$ cat src/rtl/keccak_pkg.sv
// ============================================================================
//  Module   : keccak_pkg
//  Brief    : Shared Keccak squeeze constants, dump-stage FSM state type and
//             the helper that maps an operation mode to its last word index.
//  Revision : 1.0  initial release
// ============================================================================
`default_nettype none

package keccak_pkg;

    localparam int WORD_WIDTH     = 64;
    localparam int RATE_SHAKE128  = 1344;
    localparam int WORDS_SHAKE128 = 21;
    localparam int WORDS_SHAKE256 = 17;

    localparam logic [1:0] MODE_SHAKE128 = 2'b00;
    localparam logic [1:0] MODE_SHAKE256 = 2'b01;

    typedef enum logic [0:0] {
        ST_IDLE   = 1'b0,
        ST_STREAM = 1'b1
    } dump_state_e;

    // Reserved mode codes fall back to the shorter SHAKE256 block.
    function automatic logic [4:0] last_word_idx(input logic [1:0] mode);
        return (mode == MODE_SHAKE128) ? 5'(WORDS_SHAKE128 - 1)
                                       : 5'(WORDS_SHAKE256 - 1);
    endfunction

endpackage

`default_nettype wire

$ cat src/rtl/dump_fsm.sv
// ============================================================================
//  Module   : dump_fsm
//  Brief    : Control for the squeeze dump stage: IDLE/STREAM state, output
//             handshake, word index and remaining-bits job counter.
//  Revision : 1.0  initial release
// ============================================================================
`default_nettype none

module dump_fsm
    import keccak_pkg::*;
(
    input  logic        clk,
    input  logic        rst,
    input  logic        buffer_we_i,
    input  logic [1:0]  mode_i,
    input  logic [31:0] output_size_i,
    input  logic        dout_ready_i,
    output logic        buffer_available_o,
    output logic        dout_valid_o,
    output logic        dout_last_o,
    output logic [4:0]  word_idx_o,
    output logic [31:0] remaining_o
);

    dump_state_e state_q, state_d;
    logic [4:0]  word_idx_q, word_idx_d;
    logic [4:0]  last_idx_q, last_idx_d;
    logic [31:0] remaining_q, remaining_d;
    logic        job_active_q, job_active_d;
    logic        fire;
    logic [31:0] step;

    assign buffer_available_o = (state_q == ST_IDLE);
    assign dout_valid_o       = (state_q == ST_STREAM) && (remaining_q != 32'd0);
    assign dout_last_o        = dout_valid_o && (remaining_q <= 32'd64);
    assign fire               = dout_valid_o && dout_ready_i;
    assign step               = (remaining_q > 32'd64) ? 32'd64 : remaining_q;
    assign word_idx_o         = word_idx_q;
    assign remaining_o        = remaining_q;

    always_comb begin
        state_d      = state_q;
        word_idx_d   = word_idx_q;
        last_idx_d   = last_idx_q;
        remaining_d  = remaining_q;
        job_active_d = job_active_q;
        case (state_q)
            ST_IDLE: begin
                if (buffer_we_i) begin
                    state_d    = ST_STREAM;
                    word_idx_d = 5'd0;
                    last_idx_d = last_word_idx(mode_i);
                    // A continuing job keeps its count across blocks.
                    if (!job_active_q) begin
                        remaining_d  = output_size_i;
                        job_active_d = 1'b1;
                    end
                end
            end
            ST_STREAM: begin
                if (remaining_q == 32'd0) begin
                    state_d      = ST_IDLE;
                    job_active_d = 1'b0;
                    word_idx_d   = 5'd0;
                end else if (fire) begin
                    remaining_d = remaining_q - step;
                    if (dout_last_o) begin
                        state_d      = ST_IDLE;
                        job_active_d = 1'b0;
                        word_idx_d   = 5'd0;
                    end else if (word_idx_q == last_idx_q) begin
                        state_d    = ST_IDLE;
                        word_idx_d = 5'd0;
                    end else begin
                        word_idx_d = word_idx_q + 5'd1;
                    end
                end
            end
            default: state_d = ST_IDLE;
        endcase
    end

    always_ff @(posedge clk or negedge rst) begin
        if (!rst) begin
            state_q      <= ST_IDLE;
            word_idx_q   <= 5'd0;
            last_idx_q   <= 5'd0;
            remaining_q  <= 32'd0;
            job_active_q <= 1'b0;
        end else begin
            state_q      <= state_d;
            word_idx_q   <= word_idx_d;
            last_idx_q   <= last_idx_d;
            remaining_q  <= remaining_d;
            job_active_q <= job_active_d;
        end
    end

endmodule

`default_nettype wire

$ cat src/rtl/dump_stage.sv
// ============================================================================
//  Module   : dump_stage
//  Brief    : Streams a squeezed Keccak rate block out as 64-bit words,
//             truncated to the requested output length.
//             Optional macro DUMP_STAGE_KEEP_EN adds the dout_keep byte mask.
//  Revision : 1.0  initial release
// ============================================================================
`default_nettype none

module dump_stage
    import keccak_pkg::*;
(
    input  logic                     clk,
    input  logic                     rst,
    input  logic [RATE_SHAKE128-1:0] rate_input,
    input  logic                     buffer_we,
    input  logic [1:0]               operation_mode_in,
    input  logic [31:0]              output_size,
    output logic                     buffer_available,
    output logic [WORD_WIDTH-1:0]    dout,
    output logic                     dout_valid,
    input  logic                     dout_ready,
    output logic                     dout_last
`ifdef DUMP_STAGE_KEEP_EN
    ,
    output logic [7:0]               dout_keep
`endif
);

    logic [RATE_SHAKE128-1:0] rate_q;
    logic [4:0]               word_idx;
    logic [31:0]              remaining;
    logic [WORD_WIDTH-1:0]    word_sel;
    logic [WORD_WIDTH-1:0]    tail_mask;

    dump_fsm u_fsm (
        .clk                (clk),
        .rst                (rst),
        .buffer_we_i        (buffer_we),
        .mode_i             (operation_mode_in),
        .output_size_i      (output_size),
        .dout_ready_i       (dout_ready),
        .buffer_available_o (buffer_available),
        .dout_valid_o       (dout_valid),
        .dout_last_o        (dout_last),
        .word_idx_o         (word_idx),
        .remaining_o        (remaining)
    );

    always_ff @(posedge clk or negedge rst) begin
        if (!rst) begin
            rate_q <= '0;
        end else if (buffer_we && buffer_available) begin
            rate_q <= rate_input;
        end
    end

    assign word_sel  = rate_q[{word_idx, 6'd0} +: WORD_WIDTH];
    assign tail_mask = (remaining >= 32'd64) ? '1
                     : ((64'd1 << remaining[5:0]) - 64'd1);
    // Outputs are forced to zero when idle so the reset value needs no extra flop.
    assign dout      = dout_valid ? (word_sel & tail_mask) : '0;

`ifdef DUMP_STAGE_KEEP_EN
    logic [6:0] tail_bits_up;
    logic [7:0] keep_tail;

    assign tail_bits_up = {1'b0, remaining[5:0]} + 7'd7;
    assign keep_tail    = 8'((9'd1 << tail_bits_up[6:3]) - 9'd1);
    assign dout_keep    = !dout_valid ? 8'h00
                        : (remaining >= 32'd64) ? 8'hFF : keep_tail;
`endif

endmodule

`default_nettype wire

$ cat config.mk
export PLATFORM = sky130hd
export DESIGN_NAME = dump_stage
export DESIGN_NICKNAME = d
export VERILOG_FILES = /design/src/rtl/keccak_pkg.sv /design/src/rtl/dump_fsm.sv /design/src/rtl/dump_stage.sv
export SDC_FILE = /design/constraint.sdc
export NUM_CORES = 2
export LEC_CHECK = 0
export BUFFER_PORTS_ARGS = -buffer_cell sky130_fd_sc_hd__buf_4
export CAP_MARGIN = 20
export CORE_AREA = 2 2 557 559
export CTS_BUF_LIST = sky130_fd_sc_hd__clkbuf_16
export DETAILED_ROUTE_END_ITERATION = 12
export DIE_AREA = 0 0 559 561
export PLACE_DENSITY = 0.35
export SLEW_MARGIN = 25
export SYNTH_ARGS = -nofsm -noshare
export SYNTH_HDL_FRONTEND = slang
export SYNTH_HIERARCHICAL = 1
export SYNTH_SLANG_ARGS = --single-unit
$ cat constraint.sdc
create_clock -name clk -period 9.7 [get_ports clk]
set_input_delay 0.485 -clock clk [delete_from_list [all_inputs] [get_ports clk]]
set_output_delay 0.485 -clock clk [all_outputs]
set_load 0.1 [all_outputs]
==> flow_summary.ini <==
[sta]
report.final.slew_viol_count = 0
finalSetupViolations = 0
timing_hold_violations_final = 0
min_period_ns = 5.677
period_share_pct = 58.53
rsz0062_at_grt = no
max_freq_mhz = 176.1
fin_ws_ns = 4.023
finalClockSkew_ns = 0.06048
fin_tns_setup_ns = 0
max_slew_margin_pct = 25.35
tightestPinTransition_ns = 1.120

[synthesis]
syn_area_per_cell_um2 = 15.07
ys_seq_area_share_pct = 53.90
syn_nets = 5654
synth_largest_area_cell = dfrtp_1
netlist_instances = 4268
yosys_most_used_dff = dfrtp_1
synth_edf_count = 0
synth.area.top_cells = dfrtp_1, mux2_2, mux4_2, clkbuf_1, nand2_1
yosysUniqueCellTypes = 88
ys_ff_latch = 1385
yosysWarningCount = 6
ys_async_sr_fraction_pct = 100.0
yosysTopAreaCellShare_pct = 53.90
netlist_area_mm2 = 0.06431

[worst_setup_path]
arrival_ns = 5.19
crit_type = reg2out
end_kind = primary output
critPathLaunchType = flip-flop
cp.required_ns = 9.22
worst-path-max-fanout = 38

[floorplan]
die_w_um = 559
start_util_pct = 20.91
row_count = 204
ios = 1449
fp.dieArea_mm2 = 0.3136
core-area_mm2 = 0.3076
die_y_um = 561

[cells_and_area]
seq_area_mm2 = 0.03467
layout-drive-gt1-share_pct = 49.04
multiInputGateArea_mm2 = 0.02814
postLayoutCellArea_mm2 = 0.1000
synthToLayoutAreaGrowth_pct = 55.52
utilization_pct = 32.52
fillers = 31202
nets = 8449

[placement]
gp_congestion = 0.8544
dp_slack_ns = 4.733
dpl.hpwl_um = 285300
place_area_mm2 = 0.07998
io_buffer_count = 1448

[global_routing]
grtUsageTotal_pct = 22.68
grt_max_degree = 164
gr-total-overflow = 0
grt_pass1_vias = 54942
grt_pass1_wl_um = 489000
antenna_found_initial = 295

[detailed_routing]
ant_nets = 0
first_iter_violations = 2973
drt_first_pass_iters = 8
drc_errors = 0
wirelength_um = 364400
vias = 51185
drt-vias-per-instance = 4.470
wire_per_inst_um = 31.82

[clock_tree]
htree_levels = 4
clk_pin_slew_ns = 0.06
cts_tree = yes
clk_latency_ns = 0.87
clock_sinks = 1385
cts-resized-gates = 0
cts_made_buffers = 188
clock_path_buffers = 4
root_buffer = clkbuf_16
post-cts-setup-buffers = 0
cts_hold_buf = 1376

[power_and_ir_drop]
power.total_mw = 31.03
power_density_mw_per_mm2 = 310.3
vdd_drop_max_mv = 0.1593
leakagePower_nw = 43.25

[job]
maxCapViolCount = 0

[status]
status = finished, final reports clean

[min_path]
hold_class = in2reg
==> critical path, stage by stage (launching register included) <==
cell      delay, ns
dfrtp_1        0.32
buf_4          0.37
or2_1          0.67
nor2_1         0.17
nand2_1        0.12
ha_1           0.33
buf_4          0.36
o31ai_1        0.26
a21oi_1        0.24
a311oi_1       0.08
buf_4          0.20
nor4_1         0.74
buf_4          0.45
==> worst paths after layout <==
| path | startpoint | to | slack (ns) | cells after the start |
|---|---|---|---|---|
| worst max-delay path | u_fsm/remaining_o[4] | dout[54] | 4.02 | 12 |
| worst min-delay path | output_size[14] | u_fsm/remaining_o[14] | 0.12 | 4 |
| worst max register to register | u_fsm/state_q | rate_q[875] | 5.47 | 6 |
| worst min register to register | u_fsm/last_idx_q[4] | u_fsm/last_idx_q[4] | 0.49 | 1 |
| max in group asynchronous | rst | rate_q[541] | 7.07 | 4 |
| min in group asynchronous | rst | rate_q[1069] | 0.21 | 2 |
==> Yosys cell counts, types with 18 or more instances <==
master / number
buf_4: 18
mux2i_1: 48
dfrtp_1: 1385
buf_2: 88
o22ai_1: 28
a221oi_1: 37
a211oi_1: 23
o21ai_0: 57
a21oi_1: 43
a22oi_1: 24
buf_6: 26
clkbuf_1: 182
mux2_2: 1348
nor4_1: 33
nand3_1: 31
and3_1: 19
nor3_1: 26
mux4_2: 316
nor2_1: 87
nand2_1: 158
==> flip-flops by register name, indices dropped and copies added, names as in the netlist <==
register	count
rate_q	1344
u_fsm/remaining_o	32
u_fsm/word_idx_o	5
u_fsm/last_idx_q	2
u_fsm/job_active_q	1
u_fsm/state_q	1
==> cell usage in the layout (no fill, tap or decap), types with 47 or more instances in the layout <==
cell and instances:
buf_4 1534, dfrtp_1 1380, mux2i_1 47, diode_2 114
dlygate4sd3_1 1376, mux4_2 316, o21ai_0 55, inv_1 50
nand2_1 153, mux2_2 1348, nor2_1 80, clkbuf_16 194
clkinv_1 52
==> metrics by stage <==
stage	hold WS (ns)	cells
6_report	0.1156	11450
5_1_grt	0.06107	11412
4_1_cts	0.009380	11334
3_5_place_dp	0.4585	9615
3_3_place_gp	0.4530	9612
2_1_floorplan	0.1894	4268
==> power by group <==
part           internal, mW  switching, mW  leakage [nW]
logic                  5.95           7.55          23.4
registers              8.64           2.03          16.8
clock network          3.95           2.91          3.07
==> layer usage <==
metal / track usage, % / part of all wire [%] / vias to the layer above / routed length [um]
met5: 0 / 0.25 / - / 915
met4: 5.267 / 2.5 / 146 / 9149
met3: 5.227 / 6.0 / 567 / 21700
met2: 37.56 / 47 / 1766 / 172900
met1: 29.89 / 44 / 26695 / 159800
li1: - / - / 22011 / -
==> cell type report <==
type                            instances  share of cell area, %
Antenna cell                          114                 0.2852
Clock inverter                        149                  1.055
Timing Repair Buffer                 2935                  25.79
Inverter                               13                0.05630
Clock buffer                          194                  4.854
Tap cell                             4120                  5.154
Multi-Input combinational cell       2540                  28.13
Sequential cell                      1385                  34.67
==> kinds of logic (layout without fill, tap and decap cells) <==
family / Yosys count / after routing / synth area share [%]
multiplexers: 1712 / 1712 / 35.42
buffers and inverters: 343 / 3291 / 2.599
adder cells (fa/ha/maj): 4 / 4 / 0.07783
XOR/XNOR: 9 / 9 / 0.1226
flip-flops: 1385 / 1385 / 53.90
AO/OA/AOI/OAI: 388 / 388 / 4.580
other: 1 / 115 / 0.005832
AND/OR/NAND/NOR: 426 / 426 / 3.298
Power figures use the tool's default switching activity.
